===== config.mk =====
export PLATFORM = sky130hd
export DESIGN_NAME = msrv32_ahb_ifetch_buf
export DESIGN_NICKNAME = d
export VERILOG_FILES = /design/src/rtl/msrv32_ahb_ifetch_buf.sv
export SDC_FILE = /design/constraint.sdc
export NUM_CORES = 1
export LEC_CHECK = 0
export ABC_CLOCK_PERIOD_IN_PS = 17750
export CORE_MARGIN = 1
export CORE_UTILIZATION = 30
export DETAILED_ROUTE_END_ITERATION = 10
export GPL_TIMING_DRIVEN = 0
export PLACE_DENSITY_LB_ADDON = 0.12
export SKIP_LAST_GASP = 1
export SYNTH_ARGS = -nofsm -noshare
export SYNTH_HDL_FRONTEND = slang
export SYNTH_SLANG_ARGS = --single-unit
export TNS_END_PERCENT = 30

===== constraint.sdc =====
create_clock -name ms_riscv32_mp_clk_in -period 17.75 [get_ports ms_riscv32_mp_clk_in]
set_input_delay 3.55 -clock ms_riscv32_mp_clk_in [delete_from_list [all_inputs] [get_ports ms_riscv32_mp_clk_in]]
set_output_delay 3.55 -clock ms_riscv32_mp_clk_in [all_outputs]
set_load 0.02 [all_outputs]

===== src/rtl/msrv32_ahb_ifetch_buf.sv =====
// AHB-Lite instruction prefetch buffer.
// Address phases are issued ahead of the core into a small FIFO. One data
// phase may overlap one address phase. Redirects flush the FIFO and discard
// any transfer already on the bus. A redirect taken during a wait state is
// parked until the next HREADY edge, and a later redirect overwrites it.
module msrv32_ahb_ifetch_buf #(
  parameter int              XLEN     = 32,
  parameter int              DEPTH    = 4,
  parameter logic [XLEN-1:0] RESET_PC = 32'h0000_0000
) (
  input  logic                         ms_riscv32_mp_clk_in,
  input  logic                         ms_riscv32_mp_rst_n_in,
  output logic [XLEN-1:0]              ms_riscv32_mp_imaddr_out,
  output logic                         ms_riscv32_mp_itrans_out,
  input  logic [XLEN-1:0]              ms_riscv32_mp_instr_in,
  input  logic                         ms_riscv32_mp_instr_hready_in,
  input  logic                         ms_riscv32_mp_redirect_in,
  input  logic [XLEN-1:0]              ms_riscv32_mp_redirect_pc_in,
  output logic [XLEN-1:0]              ms_riscv32_mp_instr_out,
  output logic [XLEN-1:0]              ms_riscv32_mp_instr_pc_out,
  output logic                         ms_riscv32_mp_instr_valid_out,
  input  logic                         ms_riscv32_mp_instr_ready_in,
  output logic [$clog2(DEPTH+1)-1:0]   ms_riscv32_mp_level_out
);

  localparam int LW = $clog2(DEPTH + 1);
  localparam int PW = $clog2(DEPTH);

  logic            hready;
  logic            redirect;
  logic            addr_done;
  logic            push;
  logic            pop;
  logic [LW:0]     level_nxt;
  logic [LW:0]     occ_nxt;
  logic            dph_vld_nxt;
  logic            itrans_nxt;
  logic [XLEN-1:0] pc_nxt;

  // data-phase tracking: valid is control, the tag PC is datapath
  logic            dph_vld_p1;
  logic [XLEN-1:0] dph_pc_p1;

  // parked redirect taken during a wait state
  logic            redir_vld;
  logic [XLEN-1:0] redir_pc;

  // FIFO storage and control
  logic [XLEN-1:0] mem_instr [DEPTH];
  logic [XLEN-1:0] mem_pc    [DEPTH];
  logic [PW-1:0]   rd_ptr;
  logic [PW-1:0]   wr_ptr;
  logic [LW-1:0]   level;

  assign hready   = ms_riscv32_mp_instr_hready_in;
  assign redirect = ms_riscv32_mp_redirect_in;

  // Next-state of the bus pipeline and FIFO occupancy for this edge.
  always_comb begin
    addr_done   = hready & ms_riscv32_mp_itrans_out;
    // any flush (live or parked) kills both the completing data phase and
    // the completing address phase
    push        = hready & dph_vld_p1 & ~redirect & ~redir_vld;
    pop         = ms_riscv32_mp_instr_valid_out & ms_riscv32_mp_instr_ready_in & ~redirect;
    if (redirect)
      level_nxt = '0;
    else
      level_nxt = {1'b0, level} + (LW+1)'(push) - (LW+1)'(pop);
    if (hready)
      dph_vld_nxt = addr_done & ~redirect & ~redir_vld;
    else
      dph_vld_nxt = dph_vld_p1;
    occ_nxt     = level_nxt + (LW+1)'(dph_vld_nxt);
    // only issue if every outstanding word is guaranteed a free slot
    if (hready)
      itrans_nxt = (occ_nxt < (LW+1)'(DEPTH));
    else
      itrans_nxt = ms_riscv32_mp_itrans_out;
    pc_nxt      = ms_riscv32_mp_imaddr_out;
    if (hready) begin
      if (redirect)
        pc_nxt = ms_riscv32_mp_redirect_pc_in;
      else if (redir_vld)
        pc_nxt = redir_pc;
      else if (addr_done)
        pc_nxt = ms_riscv32_mp_imaddr_out + XLEN'(4);
    end
  end

  // Bus-side control state: address phase, data-phase valid, parked redirect.
  always_ff @(posedge ms_riscv32_mp_clk_in or negedge ms_riscv32_mp_rst_n_in) begin
    if (!ms_riscv32_mp_rst_n_in) begin
      ms_riscv32_mp_imaddr_out <= RESET_PC;
      ms_riscv32_mp_itrans_out <= 1'b0;
      dph_vld_p1               <= 1'b0;
      redir_vld                <= 1'b0;
    end else begin
      ms_riscv32_mp_imaddr_out <= pc_nxt;
      ms_riscv32_mp_itrans_out <= itrans_nxt;
      dph_vld_p1               <= dph_vld_nxt;
      if (redirect && !hready)
        redir_vld <= 1'b1;
      else if (hready)
        redir_vld <= 1'b0;
    end
  end

  // FIFO pointers and occupancy; a redirect empties the buffer.
  always_ff @(posedge ms_riscv32_mp_clk_in or negedge ms_riscv32_mp_rst_n_in) begin
    if (!ms_riscv32_mp_rst_n_in) begin
      rd_ptr <= '0;
      wr_ptr <= '0;
      level  <= '0;
    end else begin
      level <= level_nxt[LW-1:0];
      if (redirect) begin
        rd_ptr <= '0;
        wr_ptr <= '0;
      end else begin
        rd_ptr <= rd_ptr + PW'(pop);
        wr_ptr <= wr_ptr + PW'(push);
      end
    end
  end

  // Datapath registers: data-phase tag, parked target and FIFO payload.
  always_ff @(posedge ms_riscv32_mp_clk_in) begin
    if (addr_done)
      dph_pc_p1 <= ms_riscv32_mp_imaddr_out;
    if (redirect && !hready)
      redir_pc <= ms_riscv32_mp_redirect_pc_in;
    if (push) begin
      mem_instr[wr_ptr] <= ms_riscv32_mp_instr_in;
      mem_pc[wr_ptr]    <= dph_pc_p1;
    end
  end

  // Head presentation; zero while empty so stale entries never leak out.
  always_comb begin
    ms_riscv32_mp_instr_valid_out = (level != '0);
    ms_riscv32_mp_level_out       = level;
    ms_riscv32_mp_instr_out       = '0;
    ms_riscv32_mp_instr_pc_out    = '0;
    if (level != '0) begin
      ms_riscv32_mp_instr_out    = mem_instr[rd_ptr];
      ms_riscv32_mp_instr_pc_out = mem_pc[rd_ptr];
    end
  end

endmodule


== After elaboration in Yosys (flattened, before gate mapping) ==
Memory sizes are Yosys's and may differ from the RTL's.
Cells that the tools add are included.
Widths: inputs -> output; s select.

* Register bits: 106
* Bits in writable memories: 256
* Bits of input ports: 69
* Output and inout bits: 101
* Word-level logic and storage cells: 47
* Memories kept: 2

{| class="wikitable"
|+ Memories
! memory !! depth !! bits a word !! read ports !! clocked after Yosys merged registers in !! write ports !! RTL line !! RTL
|-
| mem_instr || 4 || 32 || 1 || 0 || 1 || 49 || <nowiki>logic [XLEN-1:0] mem_instr [DEPTH];</nowiki>
|-
| mem_pc || 4 || 32 || 1 || 0 || 1 || 50 || <nowiki>logic [XLEN-1:0] mem_pc [DEPTH];</nowiki>
|}

* Add/sub/neg operators: 6
* $lt $le $gt $ge: 1
* Muxes and demuxes: 13
* Bitwise gates (word level): 10
* Reductions and logical operators: 6

{| class="wikitable"
|+ Operators with widths
! cell !! count
|-
| $mux 32 || 5
|-
| $add 32x3->32 const B || 1
|-
| $and 1x1->1 || 8
|-
| $reduce_bool 3->1 || 2
|-
| $mux 1 || 5
|-
| $add 2x1->2 || 2
|-
| $add 3x1->4 || 1
|-
| $add 4x1->4 || 1
|-
| $lt 4x3->1 const B || 1
|-
| $mux 2 || 2
|-
| $mux 4 || 1
|-
| $sub 4x1->4 || 1
|-
| $not 1->1 || 2
|-
| $reduce_and 2->1 || 1
|-
| $reduce_bool 2->1 || 1
|-
| $logic_and 1x1->1 || 1
|-
| $logic_not 1->1 || 1
|}

== Logic depth before layout (Yosys ltp) ==
* Word-level depth: 8
* Mapped depth: 12
* Gate-level depth less buffers: 10

== Worst setup path after synthesis ==
OpenSTA, ideal clock, no wires.

* Kind: input port to flip-flop
* From: in ms_riscv32_mp_redirect_in
* To: mem mem_instr[0][0], enable pin
* Setup time: 0.565 ns
* Arrival: 8.507 ns
* Required time: 17.185 ns
* Path slack: 8.678 ns
* Stages: 4
* Path buffers: 1
* Path through: nor2_1 clkbuf_1 nand3_1 nor3_1

* Cells in the longest elaborated chain, start to end: 5

{| class="wikitable"
|+ Ends and longest elaborated chain
! what !! RTL line !! RTL
|-
| from (decl) || 17 || <nowiki>input logic ms_riscv32_mp_redirect_in,</nowiki>
|-
| $not 1->1 || 63 || <nowiki>push = hready & dph_vld_p1 & ~redirect & ~redir_vld;</nowiki>
|-
| $and 1x1->1 (2 in series) || 63 ||
|-
| $mux 1 || 132 || <nowiki>if (push) begin</nowiki>
|-
| $mux 1 (not written as such) || 133 || <nowiki>mem_instr[wr_ptr] <= ms_riscv32_mp_instr_in;</nowiki>
|-
| to (decl) || 49 ||
|}

No other way between the ends.

== Worst setup path after layout ==
* From: reg rd_ptr[0]
* To: out ms_riscv32_mp_instr_pc_out[23]

* Cells in the longest elaborated chain, start to end: 2

{| class="wikitable"
|+ Ends and longest elaborated chain
! what !! RTL line !! RTL
|-
| from (decl) || 51 || <nowiki>logic [PW-1:0] rd_ptr;</nowiki>
|-
| from (signal assigned) || 120 || <nowiki>rd_ptr <= rd_ptr + PW'(pop);</nowiki>
|-
| $mem_v2 4x32 || n/a ||
|-
| $mux 32 || 144 || <nowiki>if (level != '0) begin</nowiki>
|-
| to (decl) || 20 || <nowiki>output logic [XLEN-1:0] ms_riscv32_mp_instr_pc_out,</nowiki>
|}

No other way between the ends.

==> summary by stage <==
Outcome
The flow ran to the end, and the final reports show no timing, DRC or antenna violations.

Routing
The remaining antenna violation count after routing is 0. The number of design-rule violations left by the first detailed-router iteration is 526. Dividing the detail-routed wire length by the instance count gives 22.6 um. The number of vias in the routed layout is 8,226. After detailed routing, the number of remaining DRC violations is 0.

The number of search-and-repair iterations in the first detailed-routing pass is 5. The vias per cell is 4.91. Wires add up to 37,900 um.

Timing
The worst pin sits at a relative slew slack of 0.407. The setup clock skew after layout is 22.9 ps. The slew at the pin closest to its max-slew limit is 890 ps. For the finished layout, the period the worst path requires is 6970 ps. The maximum frequency from static timing analysis is 143 MHz. Of the available clock period, the critical path in the final layout requires 0.393.

Setup repair after global routing left no endpoint under its margin. Setup violations remaining at the end of the flow were counted as 0. The final-report hold violation count is 0. The max-slew violation count came to 0.

For the final routed database, the setup TNS stands at 0 ps.

CTS
TritonCTS built the clock tree. The root buffer selected by CTS is clkbuf_16. Buffers added to address setup during post-CTS repair amount to 0. The number of CTS-inserted buffers is 41. The clock passes through at most 3 buffers. Clock-pin slew was measured on the worst setup and hold paths at 60 ps.

CTS built an H-tree with a depth of 2. Hold repair after CTS inserted 0 buffers. The clock latency at the later pin of the worst-skew pair is 550 ps. The clock net in this run drives a total of 362 sinks.

After clock tree synthesis, the repair step resized 0 gates.

Logic synthesis
The synthesized netlist net count is 888. The netlist area before placement is 14,400 um^2. Yosys printed 0 warnings. The XOR/XNOR share of the synthesized area is 0.00243.

The synthesized-area fraction occupied by adder cells is 0.00747. The post-synthesis sequential element count is 362. The post-synthesis average cell area is 17.8 um^2.

For this run, the leading register cell type out of synthesis is edfxtp_1. Counting flops with an async set or reset pin after synthesis yields a share of 0.116. The synthesized-area fraction occupied by ao, oa, aoi and oai cells is 0.0602.

The share of the yosys chip area belonging to registers is 0.740. The portion of synthesized area spent on multiplexers is 0.101. Counting flops with a built-in enable in the synthesized netlist gives 320.

The count of cell types in the netlist is 62. Of the total synthesized cell area, the portion taken by AND, OR, NAND and NOR gates is 0.0717. The count of mapped cells out of synthesis is 811. The main combinational cell family by area after synthesis is multiplexers.

Setup path
On the worst path, the slowest cell contributes a delay of 670 ps. The cell with the largest stage delay on the worst path is clkbuf_1. Of all nets on the critical path, the largest fanout is 10. Counting both buffers and inverters, the worst setup path holds a total of 3. The worst path arrival time is 3420 ps. The worst setup path is launched from a flip-flop. Traced cell by cell, the critical path runs through clkbuf_1, buf_2, mux4_2, and2_1, clkdlybuf4s50_1. The type of destination of the critical path is an output pin. The cell type group with the largest total delay on the critical path is buffers and inverters. The data required time of the worst path is 14,200 ps. The worst setup path is of the reg2out kind.

GRT
Across every metal layer, demand over resource in global routing totals 0.157. Entering global routing, the biggest net connects 51 pins. The first-pass GRT wire length is 56,500 um. The via count of the first global-routing pass came to 8,610. The number of antenna violations at the first check in global routing is 0. For this run the aggregate overflow at the end of global routing stands at 0.

Power and ir drop
The design draws 2370 uW. Of the total power, registers draw 0.449. The power density over the cells is 128 nW/um^2.

The clock share of power is 0.338. The maximum ir drop on the vdd rail is 62.3 uV. The share of power burned in combinational logic is 0.214. The switching power is 670 uW. For this design the static power due to leakage is 0.00602 uW. The cell-internal power is 1700 uW. The fraction of power spent switching nets is 0.283.

Hold path
The min-delay analysis places its worst path in the category reg2reg.

Cells and area
The number of nets in the finished design is 1,118. In the final layout, the share of cells above drive strength 1 is 0.158. The design area is 18,500 um^2. The number of standard cells in the layout, taps in and fillers out is 1,676. The antenna diode instance count is 0. The area growth from synthesis to layout is 28.1%.

Placed design
The sum of net half-perimeters after detailed placement is 25,400 um. At the end of routability-driven placement, the weighted congestion stood at 0.783. Port buffering added 169 buffers. The number of cells in the design after placement is 1,605.

After detailed placement, the total cell area comes to 17,200 um^2.

Die
The starting density of the core is 0.307. The total I/O pin count is 170. The number of standard-cell rows in the floorplan is 79.

The die outline width is 221 um. The vertical die dimension is 221 um. The core box area is 47,000 um^2. The die footprint is 48,900 um^2.

Job
Max-cap violations in this run came to 0.
## cell usage after synthesis (3+ instances only)
cell       number  share of area
xnor2_1         3         0.0018
o21ai_0        43          0.015
inv_1          13         0.0034
and3_2          3         0.0016
nor2b_1         5         0.0022
dfrtp_1        42          0.073
o22ai_1         6         0.0026
o311ai_0        3         0.0018
o211ai_1        4         0.0021
clkbuf_1       33         0.0086
edfxtp_1      320           0.67
nand2_1        35         0.0091
nand3_1        13         0.0045
a31oi_1         8         0.0035
a221oi_1        3         0.0018
buf_2           6         0.0021
and2_1         65          0.028
a21oi_1        16         0.0056
nor2_1         26         0.0068
a22oi_1        10         0.0052
nor3_1          6         0.0021
o2bb2ai_1       5         0.0030
nor4_1          3         0.0013
o41ai_1         3         0.0018
and3_1          5         0.0022
nand4_1         7         0.0030
mux4_2         64           0.10
a22o_1         10         0.0061
ha_1            7         0.0061
## worst reg2reg max path: stages, from the launching register on
cell	delay [ps]
dfrtp_1	400
clkbuf_1	270
nor2_1	420
clkbuf_1	520
nand3_1	300
ha_1	360
inv_1	40
ha_1	200
fa_1	390
xor2_1	150
nand2_1	110
or4_1	520
nand3_1	90
## metal layers
metal | wire length [um] | GRT usage | up-vias
met1 | 16800 | 0.209 | 4209
met4 | 989 | 0.0584 | 0
li1 | - | - | 3713
met5 | 0 | 0 | -
met3 | 2240 | 0.0353 | 67
met2 | 17900 | 0.251 | 237
## area by class of cell
| type | instances | area, um^2 |
|---|---|---|
| inverters | 13 | 48.8 |
| clock buffers | 56 | 1110 |
| well taps | 607 | 759 |
| repair buffers | 187 | 2020 |
| clock inverters | 15 | 131 |
| multi-input cells | 392 | 3540 |
| fillers | 4320 | 28500 |
| plain buffers | 44 | 198 |
| flip-flops and latches | 362 | 10700 |
## path summary, 6_finish.rpt
check | cells past startpoint | slack [ps] | to | startpoint
hold reg to reg | 0 | 490 | mem_pc[0][13] | dph_pc_p1[13]
setup reg to reg | 12 | 13950 | ms_riscv32_mp_itrans_out | redir_vld
max in group asynchronous | 2 | 14260 | ms_riscv32_mp_imaddr_out[12] | ms_riscv32_mp_rst_n_in
min in group asynchronous | 1 | 2960 | ms_riscv32_mp_imaddr_out[7] | ms_riscv32_mp_rst_n_in
hold / removal | 0 | 490 | mem_pc[0][13] | dph_pc_p1[13]
setup / recovery | 5 | 10780 | ms_riscv32_mp_instr_pc_out[23] | rd_ptr[0]
## power by group through the flow
stage	sequential (uW)	clock [uW]	combinational (uW)
global placement	1080	0	513
detailed placement	1080	0	520
global route	1070	854	548
floorplan	1080	0	243
CTS	1060	823	522
finish	1060	799	506
## flip-flops by register name, summed over array words and instances (netlist names), 2 cells and up
| name | count |
|---|---|
| mem_pc | 128 |
| ms_riscv32_mp_level_out | 3 |
| dph_pc_p1 | 32 |
| ms_riscv32_mp_imaddr_out | 32 |
| wr_ptr | 2 |
| rd_ptr | 2 |
| mem_instr | 128 |
| redir_pc | 32 |
## cell families (layout without fill, tap and decap cells)
| family | count (synthesis) | in the layout |
|---|---|---|
| buffers and inverters | 57 | 315 |
| and+or+nand+nor | 185 | 185 |
| DFF | 362 | 362 |
| AOI/OAI and AO/OA | 129 | 129 |
| xor gates and xnor gates | 4 | 4 |
| adders and majority gates | 8 | 8 |
| muxes | 66 | 66 |
## placed cells by master, fill, tap and decap left out, types with 5 or more instances in the layout
cell type | synthesis | routed
a21oi_1 | 16 | 16
dfrtp_1 | 42 | 42
mux4_2 | 64 | 64
a22oi_1 | 10 | 10
nand4_1 | 7 | 7
o2bb2ai_1 | 5 | 5
nor2_1 | 26 | 23
inv_1 | 13 | 12
clkbuf_1 | 33 | 45
and2_1 | 65 | 65
a22o_1 | 10 | 10
buf_16 | 0 | 5
nand2_1 | 35 | 35
nor2b_1 | 5 | 5
buf_6 | 2 | 9
nor3_1 | 6 | 5
buf_12 | 0 | 5
ha_1 | 7 | 7
a31oi_1 | 8 | 8
clkbuf_16 | 0 | 41
clkinv_2 | 0 | 6
clkdlybuf4s50_1 | 0 | 168
nand3_1 | 13 | 13
o21ai_0 | 43 | 43
buf_2 | 6 | 7
edfxtp_1 | 320 | 320
o22ai_1 | 6 | 6
## per-stage QoR
step / utilization / worst slack (ps) / hold slack, ps
after global routing: 0.393 / 10510 / 509
after global placement: 0.359 / 2640 / 475
after detailed placement: 0.367 / 10490 / 476
after CTS: 0.393 / 10570 / 490
final: 0.393 / 10780 / 490
after floorplan: - / 8680 / 459
No activity file was read; power rests on OpenSTA's default activity.
